===== config.mk =====
export PLATFORM = sky130hd
export DESIGN_NAME = bin_to_bcd3
export DESIGN_NICKNAME = d
export VERILOG_FILES = /design/src/rtl/bin_to_bcd3.sv
export SDC_FILE = /design/constraint.sdc
export NUM_CORES = 1
export LEC_CHECK = 0
export BUFFER_PORTS_ARGS = -buffer_cell sky130_fd_sc_hd__buf_2
export CAP_MARGIN = 30
export CORE_MARGIN = 4
export CORE_UTILIZATION = 50
export CTS_CLUSTER_DIAMETER = 100
export DETAILED_ROUTE_END_ITERATION = 10
export PLACE_DENSITY = 0.71
export SYNTH_ARGS = -nofsm -noshare
export SYNTH_HDL_FRONTEND = slang
export SYNTH_SLANG_ARGS = --single-unit
export TNS_END_PERCENT = 5

===== constraint.sdc =====
create_clock -name clock -period 1.19 [get_ports clock]
set_input_delay 0.1785 -clock clock [delete_from_list [all_inputs] [get_ports clock]]
set_output_delay 0.1785 -clock clock [all_outputs]
set_load 0.02 [all_outputs]

===== src/rtl/bin_to_bcd3.sv =====
// Sequential double-dabble converter: unsigned binary to three held BCD digits, one bit per clock.
// Optional macro BCD_SATURATE_EN: inputs above 999 display 9,9,9 instead of value mod 1000.

module bin_to_bcd3 #(
    parameter int unsigned WIDTH = 10
) (
    input  logic             clock,
    input  logic             reset,
    input  logic             start,
    input  logic [WIDTH-1:0] bin,
    output logic             busy,
    output logic             done,
    output logic             ovf,
    output logic [3:0]       x0,
    output logic [3:0]       x1,
    output logic [3:0]       x2
);

    localparam int unsigned     CntW    = $clog2(WIDTH + 1);
    localparam logic [CntW-1:0] CntLoad = CntW'(WIDTH);
    localparam logic [CntW-1:0] CntLast = CntW'(1);

    typedef enum logic [1:0] {
        StIdle,
        StShift,
        StDone
    } state_e;

    state_e            r_state, w_state_next;
    logic [WIDTH-1:0]  r_sr, w_sr_next;
    logic [11:0]       r_bcd, w_bcd_next, w_bcd_adj;
    logic [CntW-1:0]   r_cnt, w_cnt_next;
    logic              r_ovf_pend, w_ovf_pend_next;
    logic [11:0]       r_x, w_x_next;
    logic              r_ovf, w_ovf_next;
    logic              r_done, w_done_next;
    logic [WIDTH+11:0] w_shift;

    // Add-3 correction per digit; no carry between digits.
    always_comb begin
        w_bcd_adj = r_bcd;
        for (int i = 0; i < 3; i++) begin
            if (r_bcd[4*i +: 4] >= 4'd5) begin
                w_bcd_adj[4*i +: 4] = r_bcd[4*i +: 4] + 4'd3;
            end
        end
    end

    // The thousands carry falls off the top, leaving value mod 1000.
    assign w_shift = {w_bcd_adj, r_sr} << 1;

    always_comb begin
        w_state_next    = r_state;
        w_sr_next       = r_sr;
        w_bcd_next      = r_bcd;
        w_cnt_next      = r_cnt;
        w_ovf_pend_next = r_ovf_pend;
        w_x_next        = r_x;
        w_ovf_next      = r_ovf;
        w_done_next     = 1'b0;
        unique case (r_state)
            StIdle: begin
                if (start) begin
                    w_sr_next       = bin;
                    w_bcd_next      = 12'h000;
                    w_cnt_next      = CntLoad;
                    w_ovf_pend_next = 32'(bin) > 32'd999;
                    w_state_next    = StShift;
                end
            end
            StShift: begin
                w_bcd_next = w_shift[WIDTH+11:WIDTH];
                w_sr_next  = w_shift[WIDTH-1:0];
                w_cnt_next = r_cnt - CntLast;
                if (r_cnt == CntLast) begin
                    w_state_next = StDone;
                end
            end
            StDone: begin
`ifdef BCD_SATURATE_EN
                w_x_next = r_ovf_pend ? 12'h999 : r_bcd;
`else
                w_x_next = r_bcd;
`endif
                w_ovf_next   = r_ovf_pend;
                w_done_next  = 1'b1;
                w_state_next = StIdle;
            end
            default: begin
                w_state_next = StIdle;
            end
        endcase
    end

    always_ff @(posedge clock or posedge reset) begin
        if (reset) begin
            r_state    <= StIdle;
            r_sr       <= '0;
            r_bcd      <= 12'h000;
            r_cnt      <= '0;
            r_ovf_pend <= 1'b0;
            r_x        <= 12'h000;
            r_ovf      <= 1'b0;
            r_done     <= 1'b0;
        end else begin
            r_state    <= w_state_next;
            r_sr       <= w_sr_next;
            r_bcd      <= w_bcd_next;
            r_cnt      <= w_cnt_next;
            r_ovf_pend <= w_ovf_pend_next;
            r_x        <= w_x_next;
            r_ovf      <= w_ovf_next;
            r_done     <= w_done_next;
        end
    end

    assign busy = (r_state != StIdle);
    assign done = r_done;
    assign ovf  = r_ovf;
    assign x0   = r_x[3:0];
    assign x1   = r_x[7:4];
    assign x2   = r_x[11:8];

endmodule


==> qor.json, run 1 <==
{
  "outcome": "finished, violations left",
  "violations": "negative setup slack",
  "detail_route.vias_per_cell": 5.21,
  "achievable-frequency_mhz": 717,
  "synth_largest_type_area_fraction": 0.522,
  "die_w_um": 72.2,
  "synth.ff_latch_count": 43,
  "drv_cap": 0,
  "detailedPlacementHpwl_um": 2890,
  "tritoncts": "yes",
  "cts_buffers": 5,
  "grt_usage": 0.170,
  "hold_violation_count_in_the_final_report": 0,
  "design.core.area_um2": 4000,
  "yosys.cell_types.count": 36,
  "fin_hold_ws_ns": 0.114,
  "synthArstFlopShare": 1.00,
  "area_growth_pct": 29.0,
  "synth_top_cell_by_area": "sky130_fd_sc_hd__dfrtp_1",
  "die_h_um": 72.2,
  "worst-slew-pin-transition_ns": 0.247,
  "yosysSeqAreaShare": 0.522,
  "grt_first_pass_wirelength_um": 7010,
  "drtIter0Drc": 107,
  "drt_first_pass_iters": 4,
  "timing.final.ws_setup_ns": -0.204,
  "worst_ep_required_time_ns": 1.01,
  "critical_path.endpoint_type": "output pin",
  "finalWorstPathRequiredPeriod_ns": 1.39,
  "insertedDiodeCount": 0,
  "grt-ovfl-total": 0,
  "synth.top_cells.by_count": "43 x sky130_fd_sc_hd__dfrtp_1, 39 x sky130_fd_sc_hd__nand2_1, 16 x sky130_fd_sc_hd__o21ai_1",
  "setup_violations": 35,
  "worstPathArrival_ns": 1.22,
  "final_layout_size_suffix_gt1_frac": 0.351,
  "synth_most_common_cell": "sky130_fd_sc_hd__dfrtp_1",
  "residual_drc": 0,
  "port_buffer_count": 27,
  "sink_count": 43,
  "routed_wirelength_um": 4110,
  "syn_inst": 207,
  "grt_setup_unrepaired": "true",
  "drtAntennaViolNets": 0,
  "post_drt_wl_per_cell_um": 13.0,
  "finish.utilization": 0.664,
  "total_leakage_power_uw": 0.00129,
  "ctsHtreeMaxLevel": 2,
  "synth_enable_flop_cells": 0,
  "first_global_vias": 1582,
  "initial_utilization": 0.515,
  "syn_area_um2": 2060,
  "routed-via-count": 1642,
  "clock_tree.buffer_depth": 2,
  "dieArea_um2": 5210,
  "syn_area_per_cell_um2": 9.95,
  "final_net_count": 285,
  "antenna_found_initial": 0,
  "final.fill_count": 326,
  "setup.worst_path.start_class": "flop",
  "critPathMaxFanout": 3,
  "routabilityCongestion": 0.798,
  "min-delay-path-class": "in2reg",
  "power.density_nw_per_um2": 2640,
  "synth-main-ff-cell": "sky130_fd_sc_hd__dfrtp_1",
  "clock_transition_at_the_registers_of_the_reported_paths_ns": 0.08,
  "worst-setup-path-type": "reg2out",
  "cts_root_buf": "sky130_fd_sc_hd__clkbuf_8",
  "pin_count_of_the_biggest_net_entering_global_routing": 44,
  "placement_rows": 23,
  "worst_clock_skew_ns": 0.0105,
  "finish.cell_count_without_fillers": 315,
  "ir_worst_vdd_mv": 1.01,
  "place.detailed.instances": 302,
  "layout_worst_path_cycle_share": 1.17,
  "timing.max_slew.rel_slack": 0.833,
  "yosys_warning_total": 0,
  "maxSlewViolCount": 0,
  "mappedNetlistNets": 228,
  "design.portCount": 28,
  "synth.top_cells.by_area": "sky130_fd_sc_hd__dfrtp_1 52%, sky130_fd_sc_hd__nand2_1 7.1%, sky130_fd_sc_hd__ha_1 4.9%",
  "worstSkewPairLatency_ns": 0.29
}
[through the flow]
stage | instance area, um2 | worst slack, ns | setup TNS (ns) | total power (uW)
floorplan | 2060 | -0.0811 | -0.741 | 4570
global placement | 2440 | -0.0706 | -0.808 | 5650
detailed placement | 2440 | -0.126 | -1.43 | 5760
CTS | 2610 | -0.205 | -3.17 | 6910
global route | 2660 | -0.234 | -5.06 | 7590
finish | 2660 | -0.204 | -2.79 | 7020
[critical path, cell delays in order (launching register included)]
cell and delay (ns):
sky130_fd_sc_hd__dfrtp_1 0.40, sky130_fd_sc_hd__buf_4 0.15, sky130_fd_sc_hd__or2_4 0.24, sky130_fd_sc_hd__buf_6 0.13
[worst paths after layout]
path	cells past startpoint	endpoint	startpoint	slack (ns)
setup reg to reg	4	r_sr[8]	r_state[1]	-0.16
hold reg to reg	2	r_x[10]	r_x[10]	0.48
max in group asynchronous	4	r_state[0]	reset	0.50
hold / removal	2	r_sr[0]	bin[0]	0.11
min in group asynchronous	4	r_cnt[2]	reset	0.48
setup / recovery	3	busy	r_state[1]	-0.20
[cells in the final DEF (no fill, tap or decap), drive strengths merged, types with 2 or more instances in the layout]
cell type / count
o211ai: 3
nor2: 11
a31oi: 10
o32ai: 2
xnor2: 2
ha: 8
inv: 15
nand2b: 5
clkbuf: 7
o221ai: 3
o21a: 3
nand2: 39
or3: 2
dfrtp: 43
o2111ai: 6
nor2b: 4
a32o: 3
o31ai: 5
o21ai: 19
buf: 60
[sequential cells by signal, indices dropped and copies added (netlist names)]
| signal | flops |
|---|---|
| r_bcd | 12 |
| r_ovf_pend | 1 |
| ovf | 1 |
| r_cnt | 4 |
| r_x | 12 |
| r_state | 2 |
| r_sr | 10 |
| done | 1 |
[layout make-up]
cell class / count / area (um2) / share of cell area
repair buffers: 61 / 448 / 0.169
clock buffers: 7 / 86.3 / 0.0325
multi-input cells: 137 / 913 / 0.344
inverters: 16 / 63.8 / 0.0240
clock inverters: 1 / 5.00 / 0.00188
flip-flops and latches: 43 / 1080 / 0.406
well taps: 50 / 62.6 / 0.0236
[routing by layer]
layer  part of all wire  vias up  track usage
li1                   -      837            -
met1               0.44      760        0.213
met2               0.49       43        0.298
met3              0.063        2       0.0402
met4             0.0046        0       0.0376
met5                  0        -            0
[kinds of logic after synthesis]
kind of cell | share of synthesized area
AOI/OAI and AO/OA | 0.195
adders and majority gates | 0.0486
xor gates and xnor gates | 0.0128
buffers and inverters | 0.0644
and+or+nand+nor | 0.151
DFF | 0.522
muxes | 0.00547
[power by group]
| part | switching, uW | leakage, uW | internal, uW | total (uW) |
|---|---|---|---|---|
| Sequential | 356 | 0.000548 | 2050 | 2410 |
| Combinational | 1830 | 0.000697 | 1820 | 3660 |
| Clock | 485 | 0.0000482 | 469 | 953 |
[repair_timing]
action                                  in CTS  in global routing
hold endpoints to repair                    43                  0
pin swaps                                   16                  5
resized for setup                           13                 12
buffers inserted                             3                  1
endpoints found under the setup margin      24                 43
hold buffers                                 1                  0
No activity file was read; power rests on OpenSTA's default activity.
==> run 2, diff against run 1 <==
--- a/config.mk
+++ b/config.mk
@@ -7,11 +7,10 @@
 export LEC_CHECK = 0
 export BUFFER_PORTS_ARGS = -buffer_cell sky130_fd_sc_hd__buf_2
 export CAP_MARGIN = 30
-export CORE_MARGIN = 4
 export CORE_UTILIZATION = 50
 export CTS_CLUSTER_DIAMETER = 100
 export DETAILED_ROUTE_END_ITERATION = 10
-export PLACE_DENSITY = 0.71
+export PLACE_DENSITY = 0.74
 export SYNTH_ARGS = -nofsm -noshare
 export SYNTH_HDL_FRONTEND = slang
 export SYNTH_SLANG_ARGS = --single-unit
==> qor.json, run 2 (synthesis results as in run 1) <==
{
  "routed-via-count": {"value": 1721, "change": "+4.8%"},
  "final_net_count": {"value": 291, "change": "+2.1%"},
  "drtAntennaViolNets": {"value": 0, "change": "unchanged"},
  "antenna_found_initial": {"value": 0, "change": "unchanged"},
  "finalWorstPathRequiredPeriod": {"value": 1.31, "unit": "ns", "change": "-0.0858 ns"},
  "critical_path.endpoint_type": "flop",
  "drtIter0Drc": {"value": 51, "change": "-52%"},
  "hold_violation_count_in_the_final_report": {"value": 0, "change": "unchanged"},
  "layout_commonest_cell": "sky130_fd_sc_hd__dfrtp_1",
  "initial_utilization": {"value": 0.542, "change": "+0.0273"},
  "ctsHtreeMaxLevel": {"value": 2, "change": "unchanged"},
  "detailedPlacementHpwl": {"value": 2940, "unit": "um", "change": "+1.8%"},
  "drt_first_pass_iters": {"value": 4, "change": "unchanged"},
  "design.portCount": {"value": 28, "change": "unchanged"},
  "cts_root_buf": "sky130_fd_sc_hd__clkbuf_8",
  "detail_route.vias_per_cell": {"value": 5.39, "change": "+3.5%"},
  "clock_transition_at_the_registers_of_the_reported_paths": {"value": 0.08, "unit": "ns", "change": "about the same"},
  "die_h": {"value": 66.2, "unit": "um", "change": "-8.3%"},
  "setup.worst_path.end": "r_ovf_pend",
  "die_w": {"value": 66.2, "unit": "um", "change": "-8.3%"},
  "rr_worst_depth": {"value": 3, "change": "-1"},
  "ir_worst_vdd": {"value": 1.56, "unit": "mV", "change": "+54%"},
  "power.density": {"value": 2780, "unit": "nW/um2", "change": "+5.3%"},
  "tritoncts": "yes",
  "grt_usage": {"value": 0.229, "change": "+0.0590"},
  "maxSlewViolCount": {"value": 0, "change": "unchanged"},
  "dieArea": {"value": 4380, "unit": "um2", "change": "-16%"},
  "violations": "negative setup slack",
  "insertedDiodeCount": {"value": 0, "change": "unchanged"},
  "design.core.area": {"value": 3800, "unit": "um2", "change": "-5.0%"},
  "layout_worst_path_cycle_share": {"value": 1.10, "change": "-0.0721"},
  "final_cell_mix": "41 x sky130_fd_sc_hd__dfrtp_1, 38 x sky130_fd_sc_hd__nand2_1, 26 x sky130_fd_sc_hd__buf_2, 26 x sky130_fd_sc_hd__buf_4, 16 x sky130_fd_sc_hd__o21ai_1",
  "worstSkewPairLatency": {"value": 0.30, "unit": "ns", "change": "about the same"},
  "terminus_of_the_critical_flop_to_flop_path": "r_ovf_pend",
  "post_drt_wl_per_cell": {"value": 14.3, "unit": "um", "change": "+9.4%"},
  "worstReg2RegStart": "r_state[1]",
  "critical_path.max_stage_delay": {"value": 0.44, "unit": "ns", "change": "+0.04 ns"},
  "sink_count": {"value": 43, "change": "unchanged"},
  "finish.cell_count_without_fillers": {"value": 319, "change": "+1.3%"},
  "grt_setup_unrepaired": "true",
  "reg2reg_slack": {"value": -0.12, "unit": "ns", "change": "+0.04 ns"},
  "place.detailed.instances": {"value": 300, "change": "-0.66%"},
  "total_leakage_power": {"value": 0.00136, "unit": "uW", "change": "+5.0%"},
  "crit_path_start": "r_state[1]",
  "pin_count_of_the_biggest_net_entering_global_routing": {"value": 27, "change": "-39%"},
  "achievable-frequency": {"value": 764, "unit": "MHz", "change": "+6.6%"},
  "cpMaxStageDelayCell": "sky130_fd_sc_hd__dfrtp_2",
  "ordered_cell_list_for_the_critical_path": "buf_6, or3b_4, o31ai_2",
  "min-delay-path-class": "in2reg",
  "worst-slew-pin-transition": {"value": 0.439, "unit": "ns", "change": "+0.191 ns"},
  "first_global_vias": {"value": 1672, "change": "+5.7%"},
  "timing.max_slew.rel_slack": {"value": 0.707, "change": "-0.127"},
  "placement_rows": {"value": 22, "change": "-4.3%"},
  "grt-ovfl-total": {"value": 0, "change": "unchanged"},
  "biggestRegsByFlops": "r_bcd x12, r_x x12, r_sr x10",
  "clock_tree.buffer_depth": {"value": 2, "change": "unchanged"},
  "area_growth_pct": 37.6,
  "critPathMaxFanout": {"value": 7, "change": "+4"},
  "worst_clock_skew": {"value": 0.00627, "unit": "ns", "change": "-0.00420 ns"},
  "worst_ep_required_time": {"value": 1.40, "unit": "ns", "change": "+0.39 ns"},
  "preCtsSetupSlack": {"value": -0.137, "unit": "ns", "change": "-0.0110 ns"},
  "timing.final.ws_setup": {"value": -0.119, "unit": "ns", "change": "+0.0858 ns"},
  "outcome": "finished, violations left",
  "worstPathArrival": {"value": 1.52, "unit": "ns", "change": "+0.30 ns"},
  "final_layout_size_suffix_gt1_frac": {"value": 0.413, "change": "+0.0623"},
  "worst-setup-path-type": "reg2reg",
  "setup.worst_path.start_class": "flop",
  "routabilityCongestion": {"value": 0.844, "change": "+5.7%"},
  "drv_cap": {"value": 0, "change": "unchanged"},
  "setup_violations": {"value": 24, "change": "-31%"},
  "residual_drc": {"value": 0, "change": "unchanged"},
  "cts_buffers": {"value": 5, "change": "unchanged"},
  "routed_wirelength": {"value": 4550, "unit": "um", "change": "+11%"},
  "port_buffer_count": {"value": 27, "change": "unchanged"},
  "grt_first_pass_wirelength": {"value": 7420, "unit": "um", "change": "+5.9%"}
}
run 2: changes by cell type in the layout (fill, tap and decap cells not counted), moves of 2 or more:
cell                       before  now
sky130_fd_sc_hd__o221ai_1       3    1
sky130_fd_sc_hd__buf_6          4   11
sky130_fd_sc_hd__o31ai_1        2    0
sky130_fd_sc_hd__o221ai_2       0    2
sky130_fd_sc_hd__nand2b_4       0    2
sky130_fd_sc_hd__buf_12         3    1
run 2: critical path: cells and delay by family (launching register included):
kind | cells | cell delay, ns
buffers and inverters | 1 | 0.14
and+or+nand+nor | 1 | 0.42
AOI/OAI and AO/OA | 1 | 0.22
DFF | 1 | 0.44
run 2: how the worst min path moves through the flow:
stage / start / endpoint / slack [ns] / cells after the start
3_3_place_gp: reset / r_x[10] / 0.21 / 2
4_1_cts: bin[0] / r_sr[0] / 0.09 / 2
6_report: bin[0] / r_sr[0] / 0.11 / 2
2_1_floorplan: reset / done / 0.18 / 1
5_1_grt: bin[0] / r_sr[0] / 0.09 / 2
3_5_place_dp: reset / r_x[11] / 0.21 / 2
run 2: repair_timing:
| item | in CTS | in global routing |
|---|---|---|
| buffers inserted | 4 | 5 |
| setup endpoints to repair | 24 | 43 |
| hold buffers | 1 | 0 |
| hold endpoints to repair | 17 | 0 |
| gates cloned | 1 | 0 |
| gates resized for setup | 20 | 32 |
| pin swaps | 23 | 13 |
run 2: final cells by class:
class / instances / area, um2
clock buffers: 6 / 82.6
flip-flops and latches: 43 / 1080
multi-input cells: 138 / 1020
repair buffers: 66 / 494
fillers: 267 / 965
clock inverters: 2 / 35.0
inverters: 16 / 63.8
well taps: 48 / 60.1
run 2: stage by stage:
stage	setup TNS [ns]	area [um2]	util	hold WS [ns]	power [uW]
floorplan	-0.741	2060	-	0.176	4570
global placement	-1.08	2420	0.636	0.206	5620
global route	-2.83	2830	0.746	0.0917	8450
detailed placement	-1.69	2420	0.636	0.208	5720
CTS	-2.32	2660	0.700	0.0917	7230
finish	-1.61	2830	0.746	0.110	7890
run 2: report_power, final:
group / switching, uW / internal [uW] / leakage (uW)
Clock: 503 / 679 / 0.0000612
Combinational: 2090 / 2160 / 0.000751
Sequential: 404 / 2050 / 0.000546
Total: 3000 / 4890 / 0.00136
run 2: metal layers:
| metal | up-vias | global-route usage | share of wire | routed length, um |
|---|---|---|---|---|
| met5 | - | 0 | 0 | 0 |
| met4 | 0 | 0.0904 | 0.011 | 50 |
| met3 | 6 | 0.0603 | 0.031 | 142 |
| met2 | 39 | 0.392 | 0.50 | 2260 |
| met1 | 821 | 0.274 | 0.46 | 2100 |
| li1 | 855 | - | - | - |
